==> config.mk <==
export PLATFORM = sky130hd
export DESIGN_NAME = fetch_stage_flat
export DESIGN_NICKNAME = d
export VERILOG_FILES = /design/src/rtl/fetch_stage_if.sv /design/src/rtl/fetch_stage.sv /design/src/flat_wrapper.sv
export SDC_FILE = /design/constraint.sdc
export NUM_CORES = 1
export LEC_CHECK = 0
export ABC_AREA = 1
export BUFFER_PORTS_ARGS = -buffer_cell sky130_fd_sc_hd__buf_2
export CELL_PAD_IN_SITES_DETAIL_PLACEMENT = 1
export CELL_PAD_IN_SITES_GLOBAL_PLACEMENT = 1
export CORE_MARGIN = 2
export CORE_UTILIZATION = 30
export DETAILED_ROUTE_END_ITERATION = 10
export HOLD_SLACK_MARGIN = 0.06
export PLACE_DENSITY = 0.63
export SETUP_SLACK_MARGIN = 0.2
export SLEW_MARGIN = 10
export SYNTH_ARGS = -nofsm -noshare
export SYNTH_HDL_FRONTEND = slang
export SYNTH_SLANG_ARGS = --single-unit
==> constraint.sdc <==
create_clock -name clk -period 4.2 [get_ports clk]
set_clock_uncertainty 0.05 [all_clocks]
set_input_delay 0.21 -clock clk [delete_from_list [all_inputs] [get_ports clk]]
set_output_delay 0.21 -clock clk [all_outputs]
set_load 0.01 [all_outputs]
==> src/rtl/fetch_stage_if.sv <==
// Instruction-memory request/response bus between the fetch stage (master)
// and the SRAM-like instruction memory (slave).
interface fetch_stage_if;
  logic        inst_req;
  logic [31:0] inst_addr;
  logic        inst_addr_ok;
  logic        inst_data_ok;
  logic [31:0] inst_rdata;

  modport master (
    output inst_req,
    output inst_addr,
    input  inst_addr_ok,
    input  inst_data_ok,
    input  inst_rdata
  );

  modport slave (
    input  inst_req,
    input  inst_addr,
    output inst_addr_ok,
    output inst_data_ok,
    output inst_rdata
  );
endinterface

==> src/rtl/fetch_stage.sv <==
// MIPS instruction-fetch front end: PC, request tracking, return FIFO to decode.
// Optional macro FETCH_PERF_CNT_EN adds bubble_cnt / redirect_cnt counters.
module fetch_stage #(
  parameter logic [31:0] RESET_PC  = 32'hBFC0_0000,
  parameter int          BUF_DEPTH = 2
) (
  input  logic          clk,
  input  logic          rst,
  input  logic          stallD,
  input  logic          redirect,
  input  logic [31:0]   redirect_pc,
  fetch_stage_if.master mem,
  output logic [31:0]   instrD,
  output logic [31:0]   pcD,
  output logic          validD,
  output logic          addrErrorD
`ifdef FETCH_PERF_CNT_EN
  ,
  output logic [31:0]   bubble_cnt,
  output logic [31:0]   redirect_cnt
`endif
);
  localparam int PTR_W = $clog2(BUF_DEPTH);
  localparam int CNT_W = $clog2(BUF_DEPTH + 1);

  logic [31:0]      pc_q, pc_d;
  logic             halted_q, halted_d;
  logic             hold_q, hold_d;
  logic             hold_stale_q, hold_stale_d;
  logic [31:0]      hold_addr_q, hold_addr_d;
  logic [CNT_W-1:0] outstanding_q, outstanding_d;
  logic [CNT_W-1:0] discard_q, discard_d;
  logic [CNT_W-1:0] fifo_count_q, fifo_count_d;
  logic [PTR_W-1:0] fifo_rd_q, fifo_rd_d;
  logic [PTR_W-1:0] fifo_wr_q, fifo_wr_d;
  logic [PTR_W-1:0] fly_rd_q, fly_rd_d;
  logic [PTR_W-1:0] fly_wr_q, fly_wr_d;

  logic [31:0] fifo_pc_mem    [BUF_DEPTH];
  logic [31:0] fifo_instr_mem [BUF_DEPTH];
  logic        fifo_adel_mem  [BUF_DEPTH];
  logic [31:0] fly_pc_mem     [BUF_DEPTH];

  logic        req;
  logic        issue;
  logic        ack;
  logic        ack_stale;
  logic        data_ok;
  logic        drop;
  logic        push_data;
  logic        push_adel;
  logic        fifo_push;
  logic        fifo_pop;
  logic        fifo_empty;
  logic        fifo_full;
  logic        pc_aligned;
  logic [31:0] push_pc;
  logic [31:0] push_instr;

  assign mem.inst_req  = req;
  assign mem.inst_addr = hold_q ? hold_addr_q : pc_q;

  always_comb begin
    fifo_empty = (fifo_count_q == '0);
    fifo_full  = (fifo_count_q == CNT_W'(BUF_DEPTH));
    pc_aligned = (pc_q[1:0] == 2'b00);
    // Every issued request reserves a FIFO slot, so returns can never overflow it.
    issue      = !hold_q && !halted_q && pc_aligned &&
                 ((32'(fifo_count_q) + 32'(outstanding_q)) < 32'(BUF_DEPTH));
    req        = !rst && (hold_q || issue);
    ack        = req && mem.inst_addr_ok;
    ack_stale  = ack && hold_q && hold_stale_q;
    // A data_ok with nothing in flight (e.g. left over from before reset) is ignored.
    data_ok    = mem.inst_data_ok && (outstanding_q != '0);
    drop       = data_ok && (redirect || (discard_q != '0));
    push_data  = data_ok && !drop;
    push_adel  = !redirect && !halted_q && !pc_aligned && !hold_q &&
                 (outstanding_q == '0) && !fifo_full;
    fifo_push  = push_data || push_adel;
    validD     = !fifo_empty;
    fifo_pop   = validD && !stallD && !redirect;
    push_pc    = push_adel ? pc_q : fly_pc_mem[fly_rd_q];
    push_instr = push_adel ? 32'h0 : mem.inst_rdata;
    instrD     = validD ? fifo_instr_mem[fifo_rd_q] : 32'h0;
    pcD        = validD ? fifo_pc_mem[fifo_rd_q] : 32'h0;
    addrErrorD = validD && fifo_adel_mem[fifo_rd_q];
  end

  always_comb begin
    pc_d = pc_q;
    // A stale request was issued for the pre-redirect path; pc already points at the new path.
    if (ack && !ack_stale) begin
      pc_d = pc_q + 32'd4;
    end
    if (redirect) begin
      pc_d = redirect_pc;
    end

    halted_d = halted_q;
    if (push_adel) begin
      halted_d = 1'b1;
    end
    if (redirect) begin
      halted_d = 1'b0;
    end

    hold_d       = req && !ack;
    hold_addr_d  = mem.inst_addr;
    hold_stale_d = req && !ack && ((hold_q && hold_stale_q) || redirect);

    outstanding_d = outstanding_q + CNT_W'(ack) - CNT_W'(data_ok);
    if (redirect) begin
      discard_d = outstanding_d;
    end else begin
      discard_d = discard_q + CNT_W'(ack_stale) - CNT_W'(data_ok && (discard_q != '0));
    end

    if (redirect) begin
      fifo_count_d = '0;
      fifo_rd_d    = '0;
      fifo_wr_d    = '0;
    end else begin
      fifo_count_d = fifo_count_q + CNT_W'(fifo_push) - CNT_W'(fifo_pop);
      fifo_rd_d    = fifo_rd_q + PTR_W'(fifo_pop);
      fifo_wr_d    = fifo_wr_q + PTR_W'(fifo_push);
    end

    fly_wr_d = fly_wr_q + PTR_W'(ack);
    fly_rd_d = fly_rd_q + PTR_W'(data_ok);
  end

  always_ff @(posedge clk) begin
    if (rst) begin
      pc_q          <= RESET_PC;
      halted_q      <= 1'b0;
      hold_q        <= 1'b0;
      hold_stale_q  <= 1'b0;
      hold_addr_q   <= 32'h0;
      outstanding_q <= '0;
      discard_q     <= '0;
      fifo_count_q  <= '0;
      fifo_rd_q     <= '0;
      fifo_wr_q     <= '0;
      fly_rd_q      <= '0;
      fly_wr_q      <= '0;
    end else begin
      pc_q          <= pc_d;
      halted_q      <= halted_d;
      hold_q        <= hold_d;
      hold_stale_q  <= hold_stale_d;
      hold_addr_q   <= hold_addr_d;
      outstanding_q <= outstanding_d;
      discard_q     <= discard_d;
      fifo_count_q  <= fifo_count_d;
      fifo_rd_q     <= fifo_rd_d;
      fifo_wr_q     <= fifo_wr_d;
      fly_rd_q      <= fly_rd_d;
      fly_wr_q      <= fly_wr_d;
    end
  end

  always_ff @(posedge clk) begin
    if (fifo_push) begin
      fifo_pc_mem[fifo_wr_q]    <= push_pc;
      fifo_instr_mem[fifo_wr_q] <= push_instr;
      fifo_adel_mem[fifo_wr_q]  <= push_adel;
    end
    if (ack) begin
      fly_pc_mem[fly_wr_q] <= mem.inst_addr;
    end
  end

  assert property (@(posedge clk) disable iff (rst) !(fifo_push && fifo_full));

`ifdef FETCH_PERF_CNT_EN
  logic [31:0] bubble_cnt_q, bubble_cnt_d;
  logic [31:0] redirect_cnt_q, redirect_cnt_d;

  always_comb begin
    bubble_cnt_d   = bubble_cnt_q + 32'(!validD);
    redirect_cnt_d = redirect_cnt_q + 32'(redirect);
  end

  always_ff @(posedge clk) begin
    if (rst) begin
      bubble_cnt_q   <= 32'h0;
      redirect_cnt_q <= 32'h0;
    end else begin
      bubble_cnt_q   <= bubble_cnt_d;
      redirect_cnt_q <= redirect_cnt_d;
    end
  end

  assign bubble_cnt   = bubble_cnt_q;
  assign redirect_cnt = redirect_cnt_q;
`endif
endmodule

==> src/flat_wrapper.sv <==
// flat-port wrapper written by rule: the top's interface ports become plain ports
module fetch_stage_flat 
#(
  parameter logic [31:0] RESET_PC  = 32'hBFC0_0000,
  parameter int          BUF_DEPTH = 2
)
  (clk, rst, stallD, redirect, redirect_pc, instrD, pcD, validD, addrErrorD, mem_inst_req, mem_inst_addr, mem_inst_addr_ok, mem_inst_data_ok, mem_inst_rdata);
  fetch_stage_if mem_i ();
  input  logic clk;
  input  logic rst;
  input  logic stallD;
  input  logic redirect;
  input  logic [31:0] redirect_pc;
  output logic [31:0] instrD;
  output logic [31:0] pcD;
  output logic validD;
  output logic addrErrorD;
  output wire logic [$bits(mem_i.inst_req)-1:0] mem_inst_req;
  output wire logic [$bits(mem_i.inst_addr)-1:0] mem_inst_addr;
  input wire logic [$bits(mem_i.inst_addr_ok)-1:0] mem_inst_addr_ok;
  input wire logic [$bits(mem_i.inst_data_ok)-1:0] mem_inst_data_ok;
  input wire logic [$bits(mem_i.inst_rdata)-1:0] mem_inst_rdata;
  assign mem_inst_req = mem_i.inst_req;
  assign mem_inst_addr = mem_i.inst_addr;
  assign mem_i.inst_addr_ok = mem_inst_addr_ok;
  assign mem_i.inst_data_ok = mem_inst_data_ok;
  assign mem_i.inst_rdata = mem_inst_rdata;
  fetch_stage #(.RESET_PC(RESET_PC), .BUF_DEPTH(BUF_DEPTH)) u_core (.clk(clk), .rst(rst), .stallD(stallD), .redirect(redirect), .redirect_pc(redirect_pc), .mem(mem_i), .instrD(instrD), .pcD(pcD), .validD(validD), .addrErrorD(addrErrorD));
endmodule
======== Yosys cells after proc, flatten, opt, wreduce, memory -nomap -nowiden ========
Memory sizes are Yosys's and may differ from the RTL's. A register that Yosys moved wholly into a read port is not among the register bits.
Cells that the tools add are included.
word-level totals
  register bits after elaboration ......... 77
  latch bits .............................. 0
  RAM bits ................................ 194
  bits in read-only memories .............. 0
  bits of input ports ..................... 70
  output and inout port bits .............. 99
  word-level logic and storage cells ...... 91
  memories ................................ 4
memories
  memory                 words  bits a word  rd ports  clocked after Yosys merged registers in  write ports  line               text
  u_core.fifo_instr_mem  2      32           1         1                                        1            fetch_stage.sv:40  logic [31:0] fifo_instr_mem [BUF_DEPTH];
  u_core.fifo_pc_mem     2      32           1         1                                        1            fetch_stage.sv:39  logic [31:0] fifo_pc_mem [BUF_DEPTH];
  u_core.fly_pc_mem      2      32           1         1                                        1            fetch_stage.sv:42  logic [31:0] fly_pc_mem [BUF_DEPTH];
  u_core.fifo_adel_mem   2      1            1         1                                        1            fetch_stage.sv:41  logic fifo_adel_mem [BUF_DEPTH];
operators by class
  $add $sub $neg .......................... 12
  multiply operators ...................... 0
  divide/modulo/power cells ............... 0
  $lt $le $gt $ge ......................... 1
  equality and inequality tests ........... 1
  shift-type cells ........................ 0
  muxes and demuxes ....................... 16
  bitwise logic cells ..................... 0
  reductions and logical operators ........ 45
operators with widths
  kind                     number
  $mux W32                 7
  $add A32 B3 Y32 const B  1
  $lt A32 B2 Y1 const B    1
  $logic_and A1 B1 Y1      23
  $logic_not A1 Y1         11
  $mux W1                  8
  $add A2 B1 Y2            3
  $logic_not A2 Y1         3
  $reduce_bool A2 Y1       3
  $sub A2 B1 Y2            3
  $add A1 B1 Y1            4
  $logic_or A1 B1 Y1       4
  $add A2 B2 Y3            1
  $eq A2 B2 Y1 const B     1
  $mux W2                  1
  $reduce_or A2 Y1         1

======== Depth between registers and ports, before layout ========
  depth after elaboration ................. 13
  depth in mapped cells ................... 13
  mapped depth without buffers ............ 12

======== Worst setup path before layout ========
No wires, ideal clock.
  kind .................................... register -> register
  start point ............................. register u_core.outstanding_q[1]
  end point ............................... memory u_core.fifo_adel_mem[1], enable pin
  setup time .............................. 0.430 ns
  arrival time ............................ 2.728 ns
  required time ........................... 3.720 ns
  path slack .............................. 0.991 ns
  cell stages (with the launch flop) ...... 9
  buffers on the path ..................... 2
  period minus slack after synthesis ...... 3.209 ns
  cells stage by stage .................... dfxtp_1 -> nor2_1 -> inv_1 -> a211oi_1 -> nand2_1 -> buf_2 -> buf_2 -> nand2_1 -> ha_1
on the way
  word-level cells in the longest chain between the ends .. 8
  elaborated cells on any way between the ends .. 11
  classes of those cells .................. 2 x mux; 9 x reduce/logical
ends and longest elaborated chain
  item                             line                text
  start: declaration               fetch_stage.sv:31   logic [CNT_W-1:0] outstanding_q, outstanding_d;
  start signal: assignment         fetch_stage.sv:152  outstanding_q <= outstanding_d;
  $reduce_bool A2 Y1               fetch_stage.sv:74   data_ok = mem.inst_data_ok && (outstanding_q != '0);
  $logic_and A1 B1 Y1              fetch_stage.sv:74
  $logic_and A1 B1 Y1              fetch_stage.sv:75   drop = data_ok && (redirect || (discard_q != '0));
  $logic_not A1 Y1                 fetch_stage.sv:76   push_data = data_ok && !drop;
  $logic_and A1 B1 Y1              fetch_stage.sv:76
  $logic_or A1 B1 Y1 *             fetch_stage.sv:79   fifo_push = push_data || push_adel;
  $mux W1 *                        fetch_stage.sv:163  if (fifo_push) begin
  $mux W1 (not written as such) *  fetch_stage.sv:166  fifo_adel_mem[fifo_wr_q] <= push_adel;
  end: declaration                 fetch_stage.sv:41
Every way passes the cells marked *; elsewhere a longest branch is shown, timed or not.

======== Worst setup path in the final report ========
  start point ............................. register u_core.fifo_count_q[0]
  end point ............................... memory u_core.fly_pc_mem[0][23], enable pin
on the way
  word-level cells in the longest chain between the ends .. 8
ends and longest elaborated chain
  item                           line                text
  start: declaration             fetch_stage.sv:33   logic [CNT_W-1:0] fifo_count_q, fifo_count_d;
  start signal: assignment       fetch_stage.sv:154  fifo_count_q <= fifo_count_d;
  $add A2 B2 Y3                  fetch_stage.sv:69   ((32'(fifo_count_q) + 32'(outstanding_q)) < 32'(BUF_DEPTH));
  $lt A32 B2 Y1                  fetch_stage.sv:69
  $logic_and A1 B1 Y1            fetch_stage.sv:68   issue = !hold_q && !halted_q && pc_aligned &&
  $logic_or A1 B1 Y1             fetch_stage.sv:70   req = !rst && (hold_q || issue);
  $logic_and A1 B1 Y1            fetch_stage.sv:70
  $logic_and A1 B1 Y1            fetch_stage.sv:71   ack = req && mem.inst_addr_ok;
  $mux W1                        fetch_stage.sv:168  if (ack) begin
  $mux W1 (not written as such)  fetch_stage.sv:169  fly_pc_mem[fly_wr_q] <= mem.inst_addr;
  end: declaration               fetch_stage.sv:42
No other way between the ends.

==> results by group <==
Worst setup path
  – Arrival @ worst endpoint: 2.94 ns
  – Worst Setup Start Kind: flop
  – R2R depth: 10
  – Reg2reg setup slack: roughly 1.4 ns
  – Buf+Inv Stages, Crit Path: 2
  – CP cell instances: nand2_1 > inv_1 > fa_1 > nor2_1 > nand3_1 > nand2_2 > nand2_1 > nor2_1 > ha_1 > buf_4
  – RR Endpoint: u_core.fly_pc_mem[0][23]$_DFFE_PP_
  – CP Capture Type: flop
  – Cell family with most CP delay: simple AND/OR/NAND/NOR gates
  – CP Data Required Time: 4.30 ns
  – Max FO, Critical Path: 30
  – Crit Path Class: reg -> reg
  – Slowest stage delay, CP: 0.42 ns
  – Slowest library cell on the worst path: buf_4
  – Worst reg2reg path startpoint: u_core.fifo_count_q[0]$_SDFF_PP0_

Worst hold path
  – Hold Path Cell Cnt: 5
  – Hold Crit Class: in -> reg
  – Min-delay src: redirect_pc[21]
  – Hold Path End: u_core.pc_q[21]$_SDFFE_PP0P_

Pwr
  – Net switching component of the power: around 2100 µW
  – Power Internal: between 5000 and 6000 µW
  – Pleak: 0.00617 µW
  – Sw Ratio: 28.9%
  – IR drop worst, VDD: approximately 0.22 mV
  – Total power: 7390 µW
  – Combinational power share: between 10% and 20%
  – Reg power frac: 46.5%
  – PwrDens: 498 nW/µm²
  – Power share of the clock group: 36.0%

Die
  – Die Y-Extent: 203 µm
  – Initial core utilization: 30.6%
  – Die Area: 41,200 µm²
  – Die width: a little over 200 µm
  – # rows: 72
  – Core box area: ~39,000 µm²
  – IO Pins: about 170

Timing
  – Tmin final: between 2 and 3 ns
  – Endpoints failing hold: 0
  – Worst-Margin Slew: 1.07 ns
  – Relative slew slack: 28.5%
  – Period utilization: between 60% and 70%
  – RSZ-0062 raised after global routing: no
  – Min Hold Slack: 0.0683 ns
  – # setup viols final: 0
  – Setup_tns: 0 ns
  – Final Max Slew Viols: 0
  – Max Fclk: roughly 350 MHz

Logic synthesis
  – Synth Instances: 1,261
  – Synth cell count leaders: 409 x nand2_1, 194 x edfxtp_1, 126 x nor2_1, 116 x a21oi_1, 81 x inv_1
  – Count leader, synth: nand2_1
  – Top cell type by total area after synthesis: edfxtp_1
  – Mux share of post-synthesis cell area: 0.169%
  – Largest family of logic cells by synthesized area: simple AND/OR/NAND/NOR gates
  – Synth Area in XOR/XNOR: 0.959%
  – Simple-gate portion of the synthesized area: between 20 and 25%
  – Sequential fraction of the synthesis area: 62.0%
  – Synth Flop Type: edfxtp_1
  – Synthesized flop and latch total: 271
  – Synth Area in Compound Gates: 8.44%
  – Syn Nets: 1,343
  – Synth top area cells: edfxtp_1 49%, dfxtp_1 13%, nand2_1 13%, a21oi_1 4.9%, nor2_1 4.0%
  – Synth warn: 0
  – Top-area cell type share of the netlist area: 49.1%
  – Number of flops mapped to enable cells by yosys: 194
  – Area of the mapped netlist: roughly 12,000 µm²
  – Adder-cell area share of the yosys netlist: ~1.3%
  – Syn Area/Cell: 9.42 µm²
  – Distinct cells, synth: 42
  – FFs w/ async S/R, synth: 0%

CTS
  – Clock Path Buffers: 3
  – CTS Hold Bufs: 63
  – Latest clock arrival within the worst-skew pair: 0.51 ns
  – Post-CTS setup buffer count: 0
  – CTS Buf Count: 34
  – Root Buffer: clkbuf_16
  – Cts repair resizes: 0
  – H-tree depth: 2
  – CTS sink cnt: 271
  – Clk slew on worst S/H paths: about 0.060 ns
  – TritonCTS clock tree: yes

Global route
  – Vias in the first global route: 9,538
  – Initial antenna violation count: 0
  – Pin count of the biggest net entering global routing: 67
  – First-pass GRT wire length: 53,100 µm
  – Gr usage total: 16.6%
  – Overflow after GRT: 0

Place
  – Post-DP HPWL: ~23,000 µm
  – I/O Buffers: 168
  – GP Congestion: 0.822

Routing
  – Post-DR vias/cell: 4.64
  – Drt total wl: 34,700 µm
  – Drt drc: 0
  – Routed wire per std cell: 17.2 µm
  – DR vias: 9,377
  – Final ANT Viol Nets: 0
  – First DRT Iteration DRCs: between 400 and 500
  – DR pass1 iterations: 4

Run status
  – Status: finished clean

Layout
  – Share of post-route cells with drive strength above 1: 18.6%
  – Filler cell count: 4,451
  – Fin nets: 1,558
  – Layout area overhead: 24.9%
  – Antenna fix cells: 0

Flow run
  – Max Cap Viol: 0
[power by group through the flow]
stage	logic [µW]	registers [µW]	clock network, µW
floorplan	814	3430	0
global placement	1220	3480	0
detailed placement	1270	3490	0
CTS	1320	3440	2730
global route	1450	3470	2850
finish	1290	3440	2660
[metrics by stage]
| step | setup WS (ns) | std cells | area [µm²] | util (%) |
|---|---|---|---|---|
| 5_1_grt | 1.18 | 2019 | 14800 | 38.2 |
| 3_5_place_dp | 1.39 | 1895 | 13200 | 34.0 |
| 3_3_place_gp | 1.50 | 1895 | 13200 | 34.0 |
| 4_1_cts | 1.36 | 2019 | 14800 | 38.2 |
| 2_1_floorplan | 0.991 | 1261 | 11900 | - |
| 6_report | 1.36 | 2019 | 14800 | 38.2 |
[sequential cells by signal, summed over array words and instances (netlist names), 2 cells and up]
name                   count
u_core.fifo_instr_mem     64
u_core.fifo_pc_mem        64
u_core.fly_pc_mem         64
u_core.hold_addr_q        32
u_core.pc_q               32
u_core.discard_q           2
u_core.fifo_adel_mem       2
u_core.fifo_count_q        2
u_core.outstanding_q       2
[placed cells by master, fill, tap and decap left out, types with 8 or more instances in the layout]
master and n:
a21oi_1 116, a31oi_1 32, buf_2 168, buf_4 15, clkbuf_1 8, clkbuf_16 35
clkinv_1 8, dfxtp_1 76, dlygate4sd3_1 63, edfxtp_1 194, ha_1 9, inv_1 80
nand2_1 408, nand2_2 11, nand3_1 44, nor2_1 125, o21ai_0 15
[tightest hold or removal path: cells and delay by family]
family                 cells  cell delay (ns)
buffers and inverters      2             0.13
AND/OR/NAND/NOR            2             0.17
AO/OA/AOI/OAI              1             0.05
[final cells by class]
cell class                      count  area (µm²)  share of cell area, %
Sequential cell                   271        7370                   49.7
Clock inverter                     17        93.8                  0.633
Multi-Input combinational cell    833        3880                   26.2
Tap cell                          518         648                   4.37
Inverter                           90         338                   2.28
Timing Repair Buffer              246        1580                   10.7
Clock buffer                       44         920                   6.20
[worst max path at each step]
| stage | from | to | cells past startpoint |
|---|---|---|---|
| 3_3_place_gp | u_core.fifo_count_q[0]$_SDFF_PP0_ | u_core.fly_pc_mem[0][24]$_DFFE_PP_ | 10 |
| 5_1_grt | u_core.fifo_count_q[0]$_SDFF_PP0_ | u_core.fly_pc_mem[0][18]$_DFFE_PP_ | 10 |
| 3_5_place_dp | u_core.fifo_count_q[0]$_SDFF_PP0_ | u_core.fly_pc_mem[0][27]$_DFFE_PP_ | 10 |
| 4_1_cts | u_core.fifo_count_q[0]$_SDFF_PP0_ | u_core.fly_pc_mem[0][18]$_DFFE_PP_ | 10 |
| 2_1_floorplan | u_core.outstanding_q[1]$_SDFF_PP0_ | u_core.fifo_adel_mem[1]$_DFFE_PP_ | 8 |
| 6_report | u_core.fifo_count_q[0]$_SDFF_PP0_ | u_core.fly_pc_mem[0][23]$_DFFE_PP_ | 10 |
[cells by family (layout without fill, tap and decap cells)]
family / count (synthesis) / count (layout)
buffers and inverters: 157 / 397
adder cells (fa/ha/maj): 12 / 12
flip-flops: 271 / 271
AO/OA/AOI/OAI: 183 / 183
AND/OR/NAND/NOR: 623 / 623
multiplexers: 2 / 2
XOR/XNOR: 13 / 13
[layer usage]
metal	track usage (%)	vias to the layer above	wire [µm]
met4	4.35	0	673
met3	2.63	43	1630
met2	28.3	201	16500
li1	-	4616	-
met5	0	-	0
met1	21.9	4517	15900
Note: power is estimated with default switching activity, not from simulation.
